`src/rtl/run_monitor.sv`:
```
// Run controller and cycle profiler for a compute core: launches a run, times it
// against a watchdog, keeps latency/run statistics and drives a hex-display value.
//
// state   | meaning
// IDLE    | waiting for the first start request
// LAUNCH  | one-cycle start pulse to the core, cycle counter cleared
// WAIT    | counting cycles until dut_done rises or the watchdog expires
// DONE    | last run succeeded; status held until the next launch
// TIMEOUT | last run hit the watchdog; status held until the next launch
module run_monitor #(
    parameter int TIMEOUT_CYCLES = 1000,
    parameter int CNT_W          = 32,
    parameter int RUN_W          = 8,
    parameter int DISP_W         = 24
) (
    input  logic              clock,
    input  logic              resetN,
    input  logic              start_req,
    input  logic              continuous,
    output logic              dut_start,
    input  logic              dut_done,
    output logic              busy,
    output logic              done,
    output logic              timed_out,
    output logic [CNT_W-1:0]  last_cycles,
    output logic [RUN_W-1:0]  run_count,
    output logic [RUN_W-1:0]  err_count,
    input  logic [1:0]        disp_sel,
    output logic [DISP_W-1:0] disp_value
);

    typedef enum logic [2:0] {
        S_IDLE,
        S_LAUNCH,
        S_WAIT,
        S_DONE,
        S_TIMEOUT
    } state_t;

    localparam logic [CNT_W-1:0] TIMEOUT_VAL = CNT_W'(TIMEOUT_CYCLES);

    state_t           state;
    state_t           state_nxt;
    logic [CNT_W-1:0] counter;
    logic [CNT_W-1:0] n;
    logic [CNT_W-1:0] min_cycles;
    logic [CNT_W-1:0] max_cycles;
    logic             done_q;
    logic             rise;
    logic             hit;
    logic             expire;

    assign n    = counter + CNT_W'(1);
    assign rise = dut_done & ~done_q;

    always_ff @(posedge clock or negedge resetN) begin
        if (!resetN) begin
            state <= S_IDLE;
        end else begin
            state <= state_nxt;
        end
    end

    always_comb begin
        state_nxt = state;
        dut_start = 1'b0;
        busy      = 1'b0;
        done      = 1'b0;
        timed_out = 1'b0;
        hit       = 1'b0;
        expire    = 1'b0;
        case (state)
            S_IDLE: begin
                if (start_req) state_nxt = S_LAUNCH;
            end
            S_LAUNCH: begin
                dut_start = 1'b1;
                busy      = 1'b1;
                state_nxt = S_WAIT;
            end
            S_WAIT: begin
                busy = 1'b1;
                // a completion in the watchdog's final cycle still counts as success
                if (rise) begin
                    hit       = 1'b1;
                    state_nxt = S_DONE;
                end else if (n == TIMEOUT_VAL) begin
                    expire    = 1'b1;
                    state_nxt = S_TIMEOUT;
                end
            end
            S_DONE: begin
                done = 1'b1;
                if (start_req || continuous) state_nxt = S_LAUNCH;
            end
            S_TIMEOUT: begin
                timed_out = 1'b1;
                if (start_req || continuous) state_nxt = S_LAUNCH;
            end
            default: state_nxt = S_IDLE;
        endcase
    end

    always_ff @(posedge clock or negedge resetN) begin
        if (!resetN) begin
            done_q      <= 1'b0;
            counter     <= '0;
            last_cycles <= '0;
            min_cycles  <= '1;
            max_cycles  <= '0;
            run_count   <= '0;
            err_count   <= '0;
        end else begin
            done_q <= dut_done;
            if (state == S_LAUNCH) begin
                counter <= '0;
            end else if (state == S_WAIT && !hit && !expire) begin
                counter <= n;
            end
            if (hit) begin
                last_cycles <= n;
                if (n < min_cycles) min_cycles <= n;
                if (n > max_cycles) max_cycles <= n;
            end
            if (hit || expire) begin
                if (run_count != '1) run_count <= run_count + RUN_W'(1);
            end
            if (expire) begin
                if (err_count != '1) err_count <= err_count + RUN_W'(1);
            end
        end
    end

    always_ff @(posedge clock or negedge resetN) begin
        if (!resetN) begin
            disp_value <= '0;
        end else begin
            case (disp_sel)
                2'd0: disp_value <= DISP_W'(last_cycles);
                2'd1: disp_value <= DISP_W'(min_cycles);
                2'd2: disp_value <= DISP_W'(max_cycles);
                2'd3: disp_value <= DISP_W'({run_count, err_count});
            endcase
        end
    end

endmodule

```
`config.mk`:
```
export PLATFORM = sky130hd
export DESIGN_NAME = run_monitor
export DESIGN_NICKNAME = d
export VERILOG_FILES = /design/src/rtl/run_monitor.sv
export SDC_FILE = /design/constraint.sdc
export NUM_CORES = 1
export LEC_CHECK = 0
export CORE_ASPECT_RATIO = 0.8
export CORE_MARGIN = 2
export CORE_UTILIZATION = 43
export CTS_BUF_LIST = sky130_fd_sc_hd__clkbuf_4 sky130_fd_sc_hd__clkbuf_8
export CTS_CLUSTER_SIZE = 16
export DETAILED_ROUTE_END_ITERATION = 7
export GPL_TIMING_DRIVEN = 0
export PLACE_DENSITY = 0.68
export SYNTH_ARGS = -nofsm -noshare
export SYNTH_HDL_FRONTEND = slang
export SYNTH_SLANG_ARGS = --single-unit
```
`constraint.sdc`:
```
create_clock -name clock -period 5.2 [get_ports clock]
set_clock_uncertainty 0.2 [all_clocks]
set_input_delay 1.04 -clock clock [delete_from_list [all_inputs] [get_ports clock]]
set_output_delay 1.04 -clock clock [all_outputs]
set_load 0.01 [all_outputs]
```
==> summary.txt <==
outcome: complete, no violations
fmax: 200.5 MHz
core area: 23270 um^2
Max FO, Critical Path: 10
Post-synth ARST share: 100.0%
final hold slack: 293.8 ps
largest net degree at the start of global routing: 94
post-DR wirelength/cell: 18.98 um
FP Rows: 50
pin slew with the least headroom to its limit: 944.7 ps
Buffers & Inverters on Critical Path: 2
CP Launch Type: flip-flop
MaxCap Viol Count: 0
Crit. path cell count: 16
clock root buffer: clkbuf_8
Chip Height: 141.5 um
DR DRC count: 0
die area: 24870 um^2
maximum buffer depth of the clock tree: 2
die width: 175.8 um
GRT Residual Overflow: 0
initial antenna violation count: 0
post-synthesis sequential area ratio: 42.77%
#FFs+latches synth: 172
Commonest cells post-synth: 140 x dfrtp_1, 74 x inv_1, 70 x mux2_2, 62 x ha_1, 60 x nand2_1
r2r endpoint: min_cycles[2]
largest cells by area after synthesis: dfrtp_1 34%, dfstp_2 8.3%, mux2_2 7.8%
reg2reg path depth: 16
CTS H-Tree Depth: 4
clk_lat worst skew: 470 ps
RSZ-0062 raised after global routing: no
top-count cell post-synth: dfrtp_1
dominant synthesized flop cell: dfrtp_1
Worst path slowest cell: dfrtp_1
# setup viols final: 0
CP endpoint: min_cycles[2]
CTS buffer count: 17
final core utilization: 50.97%
Worst setup startpoint: counter[0]
remaining antenna violation count: 0
worst r2r src: counter[0]
Starting Density: 43.65%
area share of the largest cell type after synthesis: 34.49%
drt total wl: 26.31 mm
clock slew at reported path FFs: 90 ps
Worst Setup End Kind: flip-flop
placed cells: 1351
EDFF count, synth: 0
number of diodes: 0
static leakage: 5.515 nW
final hold violations: 0
VDD IR max: 0.1974 mV
period utilisation layout: 95.92%
Via density: 5.711
Layout area overhead: 16.78%
synthesized instance count: 958
crit-path max cell delay: 540 ps
drt pass-1 iters: 7
mapped cell area: 10160 um^2
WP data arrival: 5190 ps
Top delay family on crit path: simple AND/OR/NAND/NOR gates
distinct cell type count after synthesis: 69
Layout Nets: 1130
clock sinks: 172
final std cells w/o fill: 1386
Mapped Nets: 1027
via count: 7916
CTS tree: yes
layout cells sized above 1: 19.37%
vias in the first global route: 7534
IO Port Bufs: 80
Setup CP Type: flip-flop to flip-flop
PwrDens: 307.0 nW/um^2
Synth area leader: dfrtp_1
Avg Cell Area, Syn: 10.60 um^2
Max-slew headroom: 36.56%
Total GRT Usage: 21.85%
fin. max-slew vios: 0
DRT iter0 DRCs: 752
I/O pin count: 83
cells along the critical path: nand3_1 > buf_6 > or3_1 > nor2_1 > nand4_1 > xnor2_1 > ha_1 > a21oi_1 > nor2b_1 > o21ai_0 > nand2_1 > a211oi_1 > o311ai_0 > a221oi_2 > buf_2 > mux2_2
type of the tightest min-delay check: flip-flop to flip-flop
Fill cells: 2114
final worst path period need: 4988 ps
r2r setup slk: 210 ps
Synth warnings: 0
final RePlAce weighted congestion: 0.9517
first-pass GRT wire length: 42.27 mm
Post-DP HPWL: 19.69 mm
Req. time, crit path: 5400 ps
## state kept, by name (all words and copies together), names as in the netlist
name	flops
run_count	8
max_cycles	32
err_count	8
counter	32
state	3
disp_value	24
min_cycles	32
done_q	1
last_cycles	32
## through the flow
stage                     area, um^2  total power, mW  setup slack (ps)  setup TNS [ps]
after CTS                      11810            3.667             76.77               0
final                          11860            3.642             212.0               0
after global routing           11860            3.832             6.124               0
after global placement         11350            2.637             -4273         -661600
after detailed placement       11380            2.656            -176.2           -3255
after floorplan                10160            2.201              1089               0
## cells in the final DEF (no fill, tap or decap), types with 5 or more instances in the layout
cell type / Yosys / routed
mux2_2: 70 / 70
or2_2: 8 / 8
nor2b_1: 5 / 5
a211o_1: 13 / 13
nor3_1: 30 / 30
mux2_1: 14 / 14
o211ai_1: 7 / 7
nand2_1: 60 / 60
a31oi_1: 5 / 5
dfstp_2: 32 / 32
dfrtp_1: 140 / 140
o21ai_0: 38 / 38
or3_1: 8 / 8
nor4_1: 14 / 14
nor2_1: 39 / 39
nand4_1: 30 / 30
ha_1: 62 / 62
buf_4: 5 / 7
mux2i_1: 22 / 22
inv_1: 74 / 74
a21o_1: 14 / 14
and3_1: 18 / 18
xnor2_1: 24 / 24
buf_2: 14 / 14
clkdlybuf4s50_1: 0 / 79
nor3b_1: 5 / 5
clkbuf_1: 29 / 29
or4_1: 6 / 6
a211oi_1: 8 / 8
clkbuf_8: 0 / 19
mux4_2: 16 / 16
nand3_1: 37 / 37
a21oi_1: 16 / 16
and4_1: 6 / 6
xor2_1: 18 / 16
## layer usage
layer	vias up	track usage [%]	routed length, um
li1	3679	-	-
met1	3959	33.55	13050
met2	237	31.60	11370
met3	41	4.046	1439
met4	0	5.655	451
met5	-	0	0
## cell type report
class                   count  area [um^2]  share of cell area, %
multi-input cells         654         5276                  44.48
plain buffers              58        286.5                  2.416
flip-flops and latches    172         4344                  36.62
clock inverters            12        148.9                  1.255
repair buffers             84        868.3                  7.321
clock buffers              20        269.0                  2.268
inverters                  74        277.8                  2.342
well taps                 312        390.4                  3.291
## worst register-to-register path: stages, from the launching register on
cell	delay (ps)
dfrtp_1	540
nand3_1	180
buf_6	180
or3_1	450
nor2_1	210
nand4_1	210
xnor2_1	540
ha_1	350
a21oi_1	140
nor2b_1	60
o21ai_0	150
nand2_1	80
a211oi_1	210
o311ai_0	200
a221oi_2	430
buf_2	410
mux2_2	390
## report_power, final
group          switching, mW  total [mW]  internal, mW
sequential            0.0967        1.58          1.48
clock                  0.534        1.01         0.472
combinational          0.622        1.06         0.437
## how the worst min path moves through the flow
| stage | startpoint | to | cells after the start | slack, ps |
|---|---|---|---|---|
| 2_1_floorplan | min_cycles[0] | min_cycles[0] | 2 | 250 |
| 3_3_place_gp | min_cycles[0] | min_cycles[0] | 2 | 270 |
| 3_5_place_dp | min_cycles[0] | min_cycles[0] | 2 | 270 |
| 4_1_cts | min_cycles[0] | min_cycles[0] | 2 | 290 |
| 5_1_grt | min_cycles[0] | min_cycles[0] | 2 | 310 |
| 6_report | min_cycles[28] | min_cycles[28] | 2 | 290 |
## kinds of logic after synthesis
group | share of synthesized area, %
simple gates | 15.72
buf+inv | 5.556
fa+ha+maj | 7.748
compound gates | 9.116
mux | 15.03
xor+xnor | 4.065
flops | 42.77
## what timing repair did
| item | 4_1_cts | 5_1_grt |
|---|---|---|
| buffers inserted | 0 | 3 |
| pin swaps | 0 | 1 |
| hold buffers | 0 | 0 |
| gates resized for setup | 2 | 2 |
| endpoints found under the hold margin | 0 | 0 |
| endpoints found under the setup margin | 25 | 49 |
No activity file was read; power rests on OpenSTA's default activity.
